**src/rtl/pulse_train_gen_if.sv**
```systemverilog
// rtl/pulse_train_gen_if.sv - control and waveform bundle for the pulse train generator
interface pulse_train_gen_if #(
   parameter int CNT_W = 8,
   parameter int NUM_W = 8
);
   logic             start;
   logic             abort;
   logic [CNT_W-1:0] high_len;
   logic [CNT_W-1:0] low_len;
   logic [NUM_W-1:0] pulse_num;
   logic             data_out;
   logic             busy;
   logic             done;
   logic             rise_mark;
   logic             fall_mark;

   modport master (
      output start, abort, high_len, low_len, pulse_num,
      input  data_out, busy, done, rise_mark, fall_mark
   );

   modport slave (
      input  start, abort, high_len, low_len, pulse_num,
      output data_out, busy, done, rise_mark, fall_mark
   );
endinterface

```
**src/rtl/pulse_train_gen.sv**
```systemverilog
// rtl/pulse_train_gen.sv - programmable N-pulse serial train with per-edge marker strobes
module pulse_train_gen #(
   parameter int CNT_W = 8,
   parameter int NUM_W = 8
) (
   input  logic             clk,
   input  logic             rst,
   pulse_train_gen_if.slave bus
);
   typedef enum logic [1:0] {
      IDLE = 2'd0,
      HIGH = 2'd1,
      LOW  = 2'd2
   } state_t;

   localparam logic [CNT_W-1:0] CNT_ONE = 1;
   localparam logic [NUM_W-1:0] NUM_ONE = 1;

   state_t           state_q, state_d;
   logic [CNT_W-1:0] cnt_q, cnt_d;
   logic [CNT_W-1:0] high_q, high_d;
   logic [CNT_W-1:0] low_q, low_d;
   logic [NUM_W-1:0] rem_q, rem_d;
   logic             data_q, data_d;
   logic             busy_q, busy_d;
   logic             done_q, done_d;
   logic             rise_q, rise_d;
   logic             fall_q, fall_d;

   logic             accept;
   logic             empty_train;
   logic             phase_end;
   logic             last_pulse;
   logic [CNT_W-1:0] high_eff;
   logic [CNT_W-1:0] low_eff;

   // Abort has priority over start even while idle.
   assign accept      = (state_q == IDLE) && bus.start && !bus.abort;
   assign empty_train = (bus.pulse_num == '0);
   assign high_eff    = (bus.high_len == '0) ? CNT_ONE : bus.high_len;
   assign low_eff     = (bus.low_len == '0) ? CNT_ONE : bus.low_len;
   assign phase_end   = (cnt_q == '0);
   assign last_pulse  = (rem_q <= NUM_ONE);

   always_ff @(posedge clk or posedge rst) begin
      if (rst) begin
         state_q <= IDLE;
         cnt_q   <= '0;
         high_q  <= '0;
         low_q   <= '0;
         rem_q   <= '0;
         data_q  <= 1'b0;
         busy_q  <= 1'b0;
         done_q  <= 1'b0;
         rise_q  <= 1'b0;
         fall_q  <= 1'b0;
      end else begin
         state_q <= state_d;
         cnt_q   <= cnt_d;
         high_q  <= high_d;
         low_q   <= low_d;
         rem_q   <= rem_d;
         data_q  <= data_d;
         busy_q  <= busy_d;
         done_q  <= done_d;
         rise_q  <= rise_d;
         fall_q  <= fall_d;
      end
   end

   always_comb begin
      state_d = state_q;
      cnt_d   = cnt_q;
      high_d  = high_q;
      low_d   = low_q;
      rem_d   = rem_q;
      case (state_q)
         IDLE: begin
            if (accept) begin
               high_d = high_eff;
               low_d  = low_eff;
               rem_d  = bus.pulse_num;
               if (!empty_train) begin
                  state_d = HIGH;
                  cnt_d   = high_eff - CNT_ONE;
               end
            end
         end
         HIGH: begin
            if (bus.abort) begin
               state_d = IDLE;
               cnt_d   = '0;
               rem_d   = '0;
            end else if (phase_end) begin
               state_d = LOW;
               cnt_d   = low_q - CNT_ONE;
            end else begin
               cnt_d = cnt_q - CNT_ONE;
            end
         end
         LOW: begin
            if (bus.abort) begin
               state_d = IDLE;
               cnt_d   = '0;
               rem_d   = '0;
            end else if (phase_end) begin
               if (!last_pulse) begin
                  state_d = HIGH;
                  cnt_d   = high_q - CNT_ONE;
                  rem_d   = rem_q - NUM_ONE;
               end else begin
                  state_d = IDLE;
                  rem_d   = '0;
               end
            end else begin
               cnt_d = cnt_q - CNT_ONE;
            end
         end
         default: begin
            state_d = IDLE;
            cnt_d   = '0;
            rem_d   = '0;
         end
      endcase
   end

   // Outputs are decoded one cycle ahead so every port comes straight from a flop.
   always_comb begin
      data_d = 1'b0;
      busy_d = 1'b0;
      done_d = 1'b0;
      rise_d = 1'b0;
      fall_d = 1'b0;
      case (state_q)
         IDLE: begin
            if (accept) begin
               if (empty_train) begin
                  done_d = 1'b1;
               end else begin
                  data_d = 1'b1;
                  busy_d = 1'b1;
                  rise_d = 1'b1;
               end
            end
         end
         HIGH: begin
            if (bus.abort) begin
               fall_d = 1'b1;
            end else if (phase_end) begin
               busy_d = 1'b1;
               fall_d = 1'b1;
            end else begin
               data_d = 1'b1;
               busy_d = 1'b1;
            end
         end
         LOW: begin
            if (bus.abort) begin
               busy_d = 1'b0;
            end else if (phase_end) begin
               if (!last_pulse) begin
                  data_d = 1'b1;
                  busy_d = 1'b1;
                  rise_d = 1'b1;
               end else begin
                  done_d = 1'b1;
               end
            end else begin
               busy_d = 1'b1;
            end
         end
         default: begin
            data_d = 1'b0;
         end
      endcase
   end

   assign bus.data_out  = data_q;
   assign bus.busy      = busy_q;
   assign bus.done      = done_q;
   assign bus.rise_mark = rise_q;
   assign bus.fall_mark = fall_q;

   a_marks_exclusive: assert property (@(posedge clk) disable iff (rst) !(rise_q && fall_q));
   a_done_not_busy:   assert property (@(posedge clk) disable iff (rst) done_q |-> !busy_q);
endmodule
```
**src/flat_wrapper.sv**
```systemverilog
// flat-port wrapper written by rule: the top's interface ports become plain ports
module pulse_train_gen_flat 
#(
   parameter int CNT_W = 8,
   parameter int NUM_W = 8
)
  (clk, rst, bus_start, bus_abort, bus_high_len, bus_low_len, bus_pulse_num, bus_data_out, bus_busy, bus_done, bus_rise_mark, bus_fall_mark);
  pulse_train_gen_if #(.CNT_W(CNT_W), .NUM_W(NUM_W)) bus_i ();
  input  logic clk;
  input  logic rst;
  input wire logic [$bits(bus_i.start)-1:0] bus_start;
  input wire logic [$bits(bus_i.abort)-1:0] bus_abort;
  input wire logic [$bits(bus_i.high_len)-1:0] bus_high_len;
  input wire logic [$bits(bus_i.low_len)-1:0] bus_low_len;
  input wire logic [$bits(bus_i.pulse_num)-1:0] bus_pulse_num;
  output wire logic [$bits(bus_i.data_out)-1:0] bus_data_out;
  output wire logic [$bits(bus_i.busy)-1:0] bus_busy;
  output wire logic [$bits(bus_i.done)-1:0] bus_done;
  output wire logic [$bits(bus_i.rise_mark)-1:0] bus_rise_mark;
  output wire logic [$bits(bus_i.fall_mark)-1:0] bus_fall_mark;
  assign bus_i.start = bus_start;
  assign bus_i.abort = bus_abort;
  assign bus_i.high_len = bus_high_len;
  assign bus_i.low_len = bus_low_len;
  assign bus_i.pulse_num = bus_pulse_num;
  assign bus_data_out = bus_i.data_out;
  assign bus_busy = bus_i.busy;
  assign bus_done = bus_i.done;
  assign bus_rise_mark = bus_i.rise_mark;
  assign bus_fall_mark = bus_i.fall_mark;
  pulse_train_gen #(.CNT_W(CNT_W), .NUM_W(NUM_W)) u_core (.clk(clk), .rst(rst), .bus(bus_i));
endmodule
```
**config.mk**
```make
export PLATFORM = sky130hd
export DESIGN_NAME = pulse_train_gen_flat
export DESIGN_NICKNAME = d
export VERILOG_FILES = /design/src/rtl/pulse_train_gen_if.sv /design/src/rtl/pulse_train_gen.sv /design/src/flat_wrapper.sv
export SDC_FILE = /design/constraint.sdc
export NUM_CORES = 1
export LEC_CHECK = 0
export CAP_MARGIN = 10
export CORE_MARGIN = 3
export CORE_UTILIZATION = 55
export DETAILED_ROUTE_END_ITERATION = 10
export GPL_ROUTABILITY_DRIVEN = 0
export HOLD_SLACK_MARGIN = 0.03
export PLACE_DENSITY = 0.82
export SYNTH_ARGS = -nofsm -noshare
export SYNTH_HDL_FRONTEND = slang
export SYNTH_SLANG_ARGS = --single-unit
```
**constraint.sdc**
```tcl
create_clock -name clk -period 3.8 [get_ports clk]
set_input_delay 0.76 -clock clk [delete_from_list [all_inputs] [get_ports clk]]
set_output_delay 0.76 -clock clk [all_outputs]
set_load 0.02 [all_outputs]
```
# After elaboration in Yosys (flattened, before gate mapping)
# Index checks and enable logic that the tools add are counted.
dict set report totals {
  output_inout_bits 5
  word_cells 82
  reg_bits 39
}
dict set report classes {
  eq_ne 8
  order_cmp 1
  addsub 5
  n_mux 46
  n_reduce_logical 12
}
# op n
set ops {}
lappend ops {{8-bit 2-to-1 mux} 14}
lappend ops {{8-bit one-hot mux with 3 select lines} 2}
lappend ops {{8-bit by 1-bit subtractor with 8-bit output (second input constant)} 5}
lappend ops {{8-bit logical NOT} 4}
lappend ops {{1-bit 2-to-1 mux} 19}
lappend ops {{2-bit 2-to-1 mux} 6}
lappend ops {{8-bit by 1-bit less-or-equal comparator with 1-bit output (second input constant)} 1}
lappend ops {{3-bit by 2-bit != test with 1-bit output (second input constant)} 2}
lappend ops {{1-bit one-hot mux with 3 select lines} 2}
lappend ops {{2-bit one-hot mux with 3 select lines} 1}
lappend ops {{3-bit AND reduction} 2}
lappend ops {{2-bit != test (second input constant)} 2}
lappend ops {{4-bit != test (second input constant)} 1}
lappend ops {{1-bit one-hot mux with 2 select lines} 2}
lappend ops {{4-bit AND reduction} 1}
lappend ops {{2-bit by 1-bit == test with 1-bit output (second input constant)} 1}
lappend ops {{2-bit == test (second input constant)} 1}
lappend ops {{1-bit logical AND} 2}
lappend ops {{2-bit logical NOT} 1}
lappend ops {{2-bit by 1-bit != test with 1-bit output (second input constant)} 1}
lappend ops {{2-bit AND reduction} 1}
lappend ops {{1-bit logical NOT} 1}

# Longest topological paths before layout
dict set report logic_depth {
  ltp_word 6
  depth_mapped 9
}

# Least setup slack after synthesis
# OpenSTA, ideal clock, no wires.
dict set report synth_timing {
  path_type {input to register}
  from {input bus_high_len[3]}
  to {register u_core.cnt_q[4]}
  arrival_ps 2129
  setup_slack_ps 1550
  path_stages 9
  cell_sequence {nor4_2 > nor3b_2 > a21oi_1 > ha_1 > nand2_1 > xnor2_1 > a22oi_1 > o21ai_1 > a22o_1}
}
dict set report synth_via {
  elab_chain_len 6
}
# item line_no
set synth_rtl {}
lappend synth_rtl {{start: declaration} flat_wrapper.sv:13} ;# input wire logic [$bits(bus_i.high_len)-1:0] bus_high_len;
lappend synth_rtl {{8-bit logical NOT} pulse_train_gen.sv:40} ;# assign high_eff = (bus.high_len == '0) ? CNT_ONE : bus.high_len;
lappend synth_rtl {{8-bit 2-to-1 mux *} pulse_train_gen.sv:40}
lappend synth_rtl {{8-bit by 1-bit subtractor with 8-bit output *} pulse_train_gen.sv:85} ;# cnt_d = high_eff - CNT_ONE;
lappend synth_rtl {{8-bit 2-to-1 mux *} pulse_train_gen.sv:83} ;# if (!empty_train) begin
lappend synth_rtl {{8-bit 2-to-1 mux *} pulse_train_gen.sv:79} ;# if (accept) begin
lappend synth_rtl {{8-bit one-hot mux with 3 select lines *} pulse_train_gen.sv:77} ;# case (state_q)
lappend synth_rtl {{end signal: assignment} pulse_train_gen.sv:59} ;# cnt_q <= cnt_d;
lappend synth_rtl {{end: declaration} pulse_train_gen.sv:20} ;# logic [CNT_W-1:0] cnt_q, cnt_d;
# Every way passes the cells marked *; elsewhere a longest branch is shown, timed or not. The select of a mux whose other input is x is not followed.
# A chain may end at the register's enable or synchronous reset.

# Worst setup path in the final report
dict set report layout_timing {
  from {input bus_high_len[2]}
  to {register u_core.cnt_q[4]}
}
# Same word-level chain as after synthesis.

==> impl_results.md <==
- Outcome: completed
- Core Box Area: 4470 um2
- CTS tree: done
- Critical path fanouts, max: 6
- Post-Syn Nets: 307
- NetSw: 970 uW
- Number of clock sinks: 39
- Setup TNS Final: 0 ns
- Die area: roughly 5700 um2
- Max incr delay on CP: 0.52 ns
- Area leader, netlist: dfrtp_1
- Layout cell share with drive strength beyond 1: 16.4%
- Buffer count from post-CTS setup fixing: 0
- Hold_buf cts: 0
- Post-CTS Resized: 0
- Synthesized area per cell: 9.68 um2
- Num CTS Buffers: 5
- Synthesized area: 2630 um2
- Synth-to-layout area growth: 17.8%
- Antenna fix cells: 0
- Worst min-delay path class: flop to flop
- EDFF count, synth: 0
- Die height: ~75 um
- PortBufs: 32
- Critical path arrival: 2.83 ns
- DP Area: 2970 um2
- Final setup viols: 0
- Cell Rows: 24
- Via density: approximately 6
- Placed cell count: roughly 350
- Synth Flop Type: dfrtp_1
- Max-slew violations: 0
- Relative slew slack: a little under three fifths
- Most common cell after layout, fill and taps aside: dfrtp_1
- Iter 0 DRT Violations: 182
- Ys async rst share: between 90% and 100%
- CP Class: input pin to flop
- RSZ-0062 raised after global routing: false
- Sequential share of power: 35.3%
- Via count: 2177
- Bufs on Longest Clock Path: 2
- Clk_skew: 0.00876 ns
- Drt first pass iters: 4
- Cell area power density: between 700 and 800 nW/um2
- Clk slew on worst S/H paths: roughly 0.08 ns
- Via count of the first global-routing pass: approximately 2100
- Fillers: between 300 and 400
- Worst path cell trace: clkdlybuf4s50_1, nor4_2, nor3b_2, a21oi_1, ha_1, nand2_1, xnor2_1, a22oi_1, o21ai_1, a22o_1
- Ys Warns: 0
- Tightest Pin Transition: around 0.65 ns
- Final Instance Count excl. Fillers: 357
- Hold Vio Cnt, Final: 0
- Grt total ovfl: 0
- Root buf cell: clkbuf_8
- First-pass GRT wire length: 9660 um
- Commonest cells after routing, fill and taps aside: dfrtp_1 (39), clkdlybuf4s50_1 (32), nand2_1 (29)
- Logic pwr share: 46.9%
- Pleak: between 0.001 and 0.0015 uW
- Drt total wl: 5880 um
- Post-layout minimum cycle time: around 2.6 ns
- Residual DRC: 0
- Clock Latency Late Sink: 0.30 ns
- Fmax: around 380 MHz
- Sw Ratio: 41.1%
- Chip width: roughly 75 um
- CP max-delay cell: clkdlybuf4s50_1
- Post-Syn Instances: 272
- Sequential-to-total area share from yosys stat: 37.1%
- I/O pin count: 33
- Final HPWL DP: between 4000 and 5000 um
- Peak supply drop: 0.408 mV
- GRT Overall Usage: 22.4%
- Synth cell types: 59
- Flops & latches, synth: 39
- Nets: between 300 and 400
- Synth top area share: 37.1%
- Post-DRT Antenna Nets: 0
- WL/cell: 16.5 um
- Startpoint Class: input pin
- H-tree Lvls: 2
- Largest net degree at the start of global routing: 40
- Fin area: 3100 um2
- Initial antenna violation count: 0
- Data required time of the worst path: 4.00 ns
- Critical path capture point type: flop
- Fin crit share: 69.1%
- P_int: 1390 uW
- Clock share of power: 17.9%
- Synth area leaders: dfrtp_1 (37%), mux2_2 (5.1%), xnor2_1 (4.3%)
- Max cap viols: 0
- Final hold slack: 0.535 ns
- Initial Util: about 59%
[kinds of logic (layout without fill, tap and decap cells)]
kind of cell | after synthesis | count (layout) | synth area share, %
AOI/OAI and AO/OA | 77 | 77 | 22.5
xor gates and xnor gates | 23 | 23 | 7.65
adders and majority gates | 7 | 7 | 3.33
buffers and inverters | 22 | 55 | 4.42
DFF | 39 | 39 | 37.1
muxes | 12 | 12 | 5.13
and+or+nand+nor | 92 | 92 | 19.9
[flip-flops by register name, indices dropped and copies added, names as in the netlist]
name / cells
u_core.bus.data_out: 1
u_core.bus.rise_mark: 1
u_core.state_q: 2
u_core.low_q: 8
u_core.high_q: 8
u_core.bus.fall_mark: 1
u_core.bus.done: 1
u_core.rem_q: 8
u_core.cnt_q: 8
u_core.bus.busy: 1
[cell usage after synthesis, types with 3 or more instances]
cell type and number:
nor4_1 6, ha_1 7, nand2b_1 3, o21ai_0 10, a22oi_1 8, o31ai_2 4, nor3_1 10, buf_6 3
o22ai_1 6, a32oi_1 3, inv_1 12, mux2_2 12, a21oi_1 11, dfrtp_1 39, nor2_1 13, o21ai_1 9
buf_2 3, xor2_1 10, xnor2_1 13, o211ai_1 3, nand3_1 3, nand2_1 29, a22o_1 4, nor3b_1 5
[power groups by stage]
stage / clock network [uW] / registers, uW / logic (uW)
5_1_grt: 446 / 859 / 1220
3_3_place_gp: 0 / 832 / 1080
4_1_cts: 428 / 831 / 1100
2_1_floorplan: 0 / 785 / 889
3_5_place_dp: 0 / 838 / 1100
6_report: 423 / 833 / 1110
[path summary, 6_finish.rpt]
check	start	endpoint	slack, ns	depth (start not counted)
hold reg to reg	u_core.rem_q[1]$_DFFE_PP0P_	u_core.rem_q[1]$_DFFE_PP0P_	0.54	2
hold / removal	u_core.rem_q[1]$_DFFE_PP0P_	u_core.rem_q[1]$_DFFE_PP0P_	0.54	2
max in group asynchronous	rst	u_core.high_q[4]$_DFFE_PP0P_	2.57	3
min in group asynchronous	rst	u_core.bus.rise_mark$_DFF_PP0_	0.88	3
setup / recovery	bus_high_len[2]	u_core.cnt_q[4]$_DFFE_PP0P_	1.18	10
setup reg to reg	u_core.cnt_q[0]$_DFFE_PP0P_	u_core.rem_q[0]$_DFFE_PP0P_	1.52	8
[metrics by stage]
| step | total power (uW) | utilization [%] | setup WS (ns) |
|---|---|---|---|
| after floorplan | 1670 | - | 1.55 |
| after global placement | 1910 | 66.3 | 0.932 |
| after detailed placement | 1930 | 66.3 | 0.867 |
| after CTS | 2360 | 69.3 | 1.19 |
| after global routing | 2520 | 69.3 | 1.02 |
| final | 2360 | 69.3 | 1.18 |
[area by class of cell]
class / count / area, um2 / area share (%)
flip-flops and latches: 39 / 976 / 31.5
clock inverters: 3 / 67.6 / 2.18
well taps: 52 / 65.1 / 2.10
clock buffers: 5 / 68.8 / 2.22
repair buffers: 34 / 335 / 10.8
multi-input cells: 211 / 1540 / 49.7
inverters: 13 / 48.8 / 1.57
[routing by layer]
| metal | vias to the layer above | track usage [%] | routed length, um |
|---|---|---|---|
| li1 | 1060 | - | - |
| met1 | 1048 | 30.6 | 2690 |
| met3 | 10 | 4.94 | 306 |
| met2 | 59 | 34.7 | 2790 |
| met5 | - | 0 | 0 |
| met4 | 0 | 8.93 | 93 |
[critical path: cells and delay by family]
family,cells,cell delay [ns]
fa+ha+maj,1,0.25
xor+xnor,1,0.06
simple gates,3,0.70
buf+inv,1,0.52
compound gates,4,0.53
Note: power is estimated with default switching activity, not from simulation.
